--- config.mk ---
export PLATFORM = sky130hd
export DESIGN_NAME = detector_jogada_flat
export DESIGN_NICKNAME = d
export VERILOG_FILES = /design/src/rtl/detector_jogada_pkg.sv /design/src/rtl/detector_jogada_if.sv /design/src/rtl/detector_jogada_debounce.sv /design/src/rtl/detector_jogada.sv /design/src/flat_wrapper.sv
export SDC_FILE = /design/constraint.sdc
export NUM_CORES = 1
export LEC_CHECK = 0
export ABC_AREA = 0
export BUFFER_PORTS_ARGS = -buffer_cell sky130_fd_sc_hd__buf_2
export CORE_MARGIN = 4
export CORE_UTILIZATION = 25
export CTS_CLUSTER_SIZE = 24
export DETAILED_ROUTE_END_ITERATION = 6
export PLACE_DENSITY = 0.45
export SLEW_MARGIN = 30
export SYNTH_ARGS = -nofsm -noshare
export SYNTH_HDL_FRONTEND = slang
export SYNTH_SLANG_ARGS = --single-unit
--- constraint.sdc ---
create_clock -name clock -period 4.87 [get_ports clock]
set_input_delay 0.2435 -clock clock [delete_from_list [all_inputs] [get_ports clock]]
set_output_delay 0.2435 -clock clock [all_outputs]
set_load 0.01 [all_outputs]
--- src/rtl/detector_jogada_pkg.sv ---
// Shared constants, FSM state codes and button-vector helpers for the
// move detector that feeds the game control unit.
package detector_jogada_pkg;

   localparam int N_BOTOES = 9;
   localparam int W_JOGADA = 4;

   typedef enum logic [1:0] {
      ESPERA    = 2'd0,
      EMITE     = 2'd1,
      SOLTA     = 2'd2,
      NAO_USADO = 2'd3
   } estado_t;

   // True when exactly one button is down.
   function automatic logic um_quente(input logic [N_BOTOES-1:0] v);
      return (v != '0) && ((v & (v - N_BOTOES'(1))) == '0);
   endfunction

   function automatic logic [W_JOGADA-1:0] indice(input logic [N_BOTOES-1:0] v);
      logic [W_JOGADA-1:0] idx;
      idx = '0;
      for (int i = 0; i < N_BOTOES; i++) begin
         idx = v[i] ? W_JOGADA'(i) : idx;
      end
      return idx;
   endfunction

endpackage

--- src/rtl/detector_jogada_if.sv ---
// Board-button input bundle between the game controller and the move detector.
interface detector_jogada_if;
   import detector_jogada_pkg::*;

   logic                zera;
   logic                habilita;
   logic [N_BOTOES-1:0] botoes;
   logic                tem_jogada;
   logic [W_JOGADA-1:0] jogada;
   logic [N_BOTOES-1:0] db_botoes;
   logic                db_erro;
   logic [1:0]          db_estado;

   modport master (
      output zera, habilita, botoes,
      input  tem_jogada, jogada, db_botoes, db_erro, db_estado
   );

   modport slave (
      input  zera, habilita, botoes,
      output tem_jogada, jogada, db_botoes, db_erro, db_estado
   );

endinterface

--- src/rtl/detector_jogada_debounce.sv ---
// One button: 2-FF synchronizer plus a stability counter that restarts on any
// bounce; the level only follows the input after DEBOUNCE_CICLOS steady cycles.
module debounce_botao #(
   parameter int DEBOUNCE_CICLOS = 50000
) (
   input  logic clock,
   input  logic reset,
   input  logic zera,
   input  logic bruto,
   output logic nivel,
   output logic ativo
);

   localparam int                W_CONT = $clog2(DEBOUNCE_CICLOS + 1);
   localparam logic [W_CONT-1:0] ULTIMO = W_CONT'(DEBOUNCE_CICLOS - 1);

   logic              sync_a;
   logic              sync_b;
   logic [W_CONT-1:0] cont;

   // Synchronizer, stability counter and accepted level.
   always_ff @(posedge clock or posedge reset) begin
      if (reset) begin
         sync_a <= 1'b0;
         sync_b <= 1'b0;
         cont   <= '0;
         nivel  <= 1'b0;
      end else if (zera) begin
         sync_a <= 1'b0;
         sync_b <= 1'b0;
         cont   <= '0;
         nivel  <= 1'b0;
      end else begin
         sync_a <= bruto;
         sync_b <= sync_a;
         if (sync_b == nivel) begin
            cont <= '0;
         end else if (cont >= ULTIMO) begin
            nivel <= sync_b;
            cont  <= '0;
         end else begin
            cont <= cont + W_CONT'(1);
         end
      end
   end

   // Anything still in flight through the synchronizer or the accepted level.
   assign ativo = sync_a | sync_b | nivel;

endmodule

--- src/rtl/detector_jogada.sv ---
// Input stage of the game controller: debounces the 9 board buttons and turns
// one clean single-button press per release cycle into a position code.
module detector_jogada
   import detector_jogada_pkg::*;
#(
   parameter int DEBOUNCE_CICLOS = 50000
) (
   input logic              clock,
   input logic              reset,
   detector_jogada_if.slave bus
);

   logic [N_BOTOES-1:0] d;
   logic [N_BOTOES-1:0] ativo;
   estado_t             estado;
   estado_t             estado_prox;
   logic                recem;
   logic                bloqueio;
   logic                liberado;
   logic                tem_jogada_reg;
   logic                tem_jogada_prox;
   logic                db_erro_reg;
   logic                db_erro_prox;
   logic [W_JOGADA-1:0] jogada_reg;
   logic [W_JOGADA-1:0] jogada_prox;

   genvar gi;
   generate
      for (gi = 0; gi < N_BOTOES; gi++) begin : g_botao
         debounce_botao #(
            .DEBOUNCE_CICLOS(DEBOUNCE_CICLOS)
         ) u_debounce (
            .clock (clock),
            .reset (reset),
            .zera  (bus.zera),
            .bruto (bus.botoes[gi]),
            .nivel (d[gi]),
            .ativo (ativo[gi])
         );
      end
   endgenerate

   // After a clear, buttons already held must drain out of the synchronizers too.
   assign liberado = (d == '0) && !(bloqueio && (recem || (ativo != '0)));

   // State register and registered outputs.
   always_ff @(posedge clock or posedge reset) begin
      if (reset) begin
         estado         <= SOLTA;
         recem          <= 1'b1;
         bloqueio       <= 1'b1;
         tem_jogada_reg <= 1'b0;
         db_erro_reg    <= 1'b0;
         jogada_reg     <= '0;
      end else if (bus.zera) begin
         estado         <= SOLTA;
         recem          <= 1'b1;
         bloqueio       <= 1'b1;
         tem_jogada_reg <= 1'b0;
         db_erro_reg    <= 1'b0;
         jogada_reg     <= '0;
      end else begin
         estado         <= estado_prox;
         recem          <= 1'b0;
         bloqueio       <= bloqueio && (estado_prox != ESPERA);
         tem_jogada_reg <= tem_jogada_prox;
         db_erro_reg    <= db_erro_prox;
         jogada_reg     <= jogada_prox;
      end
   end

   // Next-state logic.
   always_comb begin
      estado_prox = SOLTA;
      case (estado)
         ESPERA: begin
            if (d == '0) begin
               estado_prox = ESPERA;
            end else if (bus.habilita && um_quente(d)) begin
               estado_prox = EMITE;
            end else begin
               estado_prox = SOLTA;
            end
         end
         EMITE:   estado_prox = SOLTA;
         SOLTA: begin
            if (liberado) begin
               estado_prox = ESPERA;
            end else begin
               estado_prox = SOLTA;
            end
         end
         default: estado_prox = SOLTA;
      endcase
   end

   // Output values to be registered alongside the state.
   always_comb begin
      tem_jogada_prox = 1'b0;
      db_erro_prox    = 1'b0;
      jogada_prox     = jogada_reg;
      if ((estado == ESPERA) && (d != '0) && bus.habilita) begin
         if (um_quente(d)) begin
            tem_jogada_prox = 1'b1;
            jogada_prox     = indice(d);
         end else begin
            db_erro_prox = 1'b1;
         end
      end else begin
         tem_jogada_prox = 1'b0;
      end
   end

   assign bus.tem_jogada = tem_jogada_reg;
   assign bus.db_erro    = db_erro_reg;
   assign bus.jogada     = jogada_reg;
   assign bus.db_botoes  = d;
   assign bus.db_estado  = estado;

endmodule

--- src/flat_wrapper.sv ---
// flat-port wrapper written by rule: the top's interface ports become plain ports
module detector_jogada_flat import detector_jogada_pkg::*;
#(
   parameter int DEBOUNCE_CICLOS = 50000
)
  (clock, reset, bus_zera, bus_habilita, bus_botoes, bus_tem_jogada, bus_jogada, bus_db_botoes, bus_db_erro, bus_db_estado);
  detector_jogada_if bus_i ();
  input logic clock;
  input logic reset;
  input wire logic [$bits(bus_i.zera)-1:0] bus_zera;
  input wire logic [$bits(bus_i.habilita)-1:0] bus_habilita;
  input wire logic [$bits(bus_i.botoes)-1:0] bus_botoes;
  output wire logic [$bits(bus_i.tem_jogada)-1:0] bus_tem_jogada;
  output wire logic [$bits(bus_i.jogada)-1:0] bus_jogada;
  output wire logic [$bits(bus_i.db_botoes)-1:0] bus_db_botoes;
  output wire logic [$bits(bus_i.db_erro)-1:0] bus_db_erro;
  output wire logic [$bits(bus_i.db_estado)-1:0] bus_db_estado;
  assign bus_i.zera = bus_zera;
  assign bus_i.habilita = bus_habilita;
  assign bus_i.botoes = bus_botoes;
  assign bus_tem_jogada = bus_i.tem_jogada;
  assign bus_jogada = bus_i.jogada;
  assign bus_db_botoes = bus_i.db_botoes;
  assign bus_db_erro = bus_i.db_erro;
  assign bus_db_estado = bus_i.db_estado;
  detector_jogada #(.DEBOUNCE_CICLOS(DEBOUNCE_CICLOS)) u_core (.clock(clock), .reset(reset), .bus(bus_i));
endmodule
==> impl_metrics.ini <==
[sta]
finalSetupViolations = 0
timing.setup.tns_ps = 0
slew_headroom_pct = 54.6
grt_setup_unrepaired = false
worstMarginPinSlew_ps = 682
fmax_mhz = 430
slew_violations = 0
whs_ps = 46.2
fin_skew_ps = 9.83
hold_viol = 0
period_share_pct = 47.8
timing.final.ws_setup_ps = 2540
final.min_clock_period_ps = 2330

[cts]
clock_latency_ps = 430
cts.path.max_buffers = 2
clk_pin_slew_ps = 70
cts_inserted_buffers = 17
cts_tree = yes
cts-root-buf = clkbuf_16
postCtsSetupRepairBufs = 0
h-tree-depth = 4
cts.sinks = 181

[yosys]
ys.flop_type = dfrtp_1
syn_inst = 868
seq_area_frac_synth_pct = 52.6
synth_seq_cells = 181
synth_enable_flop_cells = 0
syn_area_sq_um = 8610
syn-num-nets = 890
synth_cell_types = 49
async_reset_ff_share_pct = 100
syn_avg_cell_area_sq_um = 9.92
ys_warn_count = 0

[flow_run]
drv_cap = 0

[critical_path]
ff2ff_path_depth = 5
worstSetupPathType = flop to flop
crit_required_ps = 5220
start_kind = flop
rrSetupSlack_ps = 2540
worstReg2RegEnd = u_core.bus.jogada[3]
cp-end-kind = flop
crit_path_max_fanout = 8
rr_startpoint = u_core.g_botao[5].u_debounce.nivel
worstPathArrival_ps = 2680

[hold_path]
hold-path-endpoint = u_core.g_botao[6].u_debounce.sync_a
hold_class = input port to flop
whs_path_depth = 2
hp-start = bus_botoes[6]

[detailed_routing]
drc = 0
ant_nets = 0
wl_per_cell_microns = 12.6
first_pass_iters = 4
vias = 5880
drt-initial-drc-count = 315
vias_per_cell = 4.35
totalWireLength_mm = 17.1

[final_layout]
nNetsFinal = 913
final_util_pct = 29.2
fin_area_sq_um = 9860
area_growth_pct = 14.5
largest_register_ffs = 144
n_antenna_cell = 0
drive_gt1_share_pct = 8.30
regMostFlops = u_core.g_botao.u_debounce.cont
fill_cells = 3541

[die]
num_rows = 67
core_sq_um = 33800
die_area_sq_um = 37500
die_h_microns = 194
start_util_pct = 25.5
ioPinCount = 30
chipWidth_microns = 194

[grt]
grt_pass1_wl_mm = 29.7
use_met1_pct = 13.4
overflow = 0
first_global_vias = 5839
busiest_layer = met2
met2_usage_pct = 14.5
grt_usage_pct = 9.51
grt_max_degree = 182
antenna_found_initial = 0
global_route.usage.met3_pct = 2.24

[placed_design]
hpwlAfterDp_mm = 11.3
pre_cts_ws_ps = 2540
place_area_sq_um = 9210
port_buffers = 29
gp_congestion = 0.727

[power]
power.leakage_uw = 0.00387
p_per_area_nw_per_um2 = 310
irDropWorstVdd_v = 0.000232

[run_status]
status = complete, no violations
what timing repair did:
| item | in CTS | in global routing |
|---|---|---|
| gates resized for setup | 0 | 0 |
| hold buffers | 0 | 1 |
| hold endpoints to repair | 0 | 34 |
cell type report:
cell class	instances	area, sq um	area share, %
clock buffers	19	453	4.59
clock inverters	13	168	1.70
inverters	28	109	1.10
multi-input cells	630	3830	38.8
flip-flops and latches	181	4530	46.0
well taps	448	561	5.68
repair buffers	33	210	2.13
logic make-up (layout without fill, tap and decap cells):
group / Yosys count / in the layout / synth area share [%]
AOI/OAI and AO/OA: 66 / 66 / 5.74
xor gates and xnor gates: 126 / 126 / 12.8
buffers and inverters: 57 / 93 / 2.89
DFF: 181 / 181 / 52.6
muxes: 10 / 10 / 1.16
and+or+nand+nor: 418 / 418 / 23.3
adders and majority gates: 10 / 10 / 1.42
routing by layer:
| metal | part of all wire (%) | up-vias | routed length [microns] |
|---|---|---|---|
| met5 | 0 | - | 0 |
| met4 | 1.3 | 0 | 214 |
| met3 | 3.3 | 14 | 568 |
| met2 | 44 | 48 | 7500 |
| met1 | 51 | 2844 | 8790 |
| li1 | - | 2974 | - |
cells in the final DEF (no fill, tap or decap), types with 17 or more instances in the layout:
master	instances
a311o_1	18
and3_1	17
buf_2	29
clkbuf_16	17
dfrtp_1	178
inv_1	27
nand2_1	45
nand2b_1	18
nand3_1	40
nand4_1	20
nor2_1	185
nor2b_1	24
nor3_1	23
xnor2_1	91
xor2_1	35
cell usage after synthesis (all sizes together), types with 2 or more instances:
master,count,area [sq um]
clkbuf,19,72.6
a311o,18,180
nor2b,24,150
mux2i,10,100
a31oi,8,56.3
dfstp,3,78.8
nor3,23,115
dfrtp,178,4450
or2,2,12.5
nor4,14,93.8
xor2,35,307
inv,28,105
or3,5,31.3
and3,17,106
nand3,40,200
o32ai,2,17.5
a21oi,13,65.1
a2111oi,3,32.5
nand4,20,125
o21ai,12,60.1
buf,10,71.3
o22a,2,18.8
ha,9,113
or2b,2,15.0
nor2,185,694
nand2,45,169
xnor2,91,797
and4,14,123
nand2b,18,113
and2,5,31.3
critical path, stage by stage, from the launching register on:
cell       delay, ps
dfrtp_1          470
or4_1            680
a2111oi_2        330
a31oi_2          100
nor4_2           450
mux2i_1          230
worst max path at each step:
| stage | start | end | cells after the start |
|---|---|---|---|
| 6_report | u_core.g_botao[5].u_debounce.nivel | u_core.bus.jogada[3] | 5 |
| 5_1_grt | u_core.g_botao[5].u_debounce.nivel | u_core.bus.jogada[3] | 5 |
| 4_1_cts | u_core.g_botao[5].u_debounce.nivel | u_core.bus.jogada[3] | 5 |
| 3_5_place_dp | u_core.g_botao[5].u_debounce.nivel | u_core.bus.jogada[3] | 5 |
| 3_3_place_gp | u_core.g_botao[5].u_debounce.nivel | u_core.bus.jogada[3] | 5 |
| 2_1_floorplan | reset | u_core.bus.db_erro | 1 |
stage by stage:
stage	instances	total power [uW]
after CTS	1350	3120
after global routing	1352	3190
after floorplan	868	1610
after global placement	1318	1640
after detailed placement	1318	1640
final	1352	3060
power by group:
part           internal, uW  switching [uW]
registers              1520            8.80
logic                  24.4            57.9
clock network           842             611
Note: power is estimated with default switching activity, not from simulation.
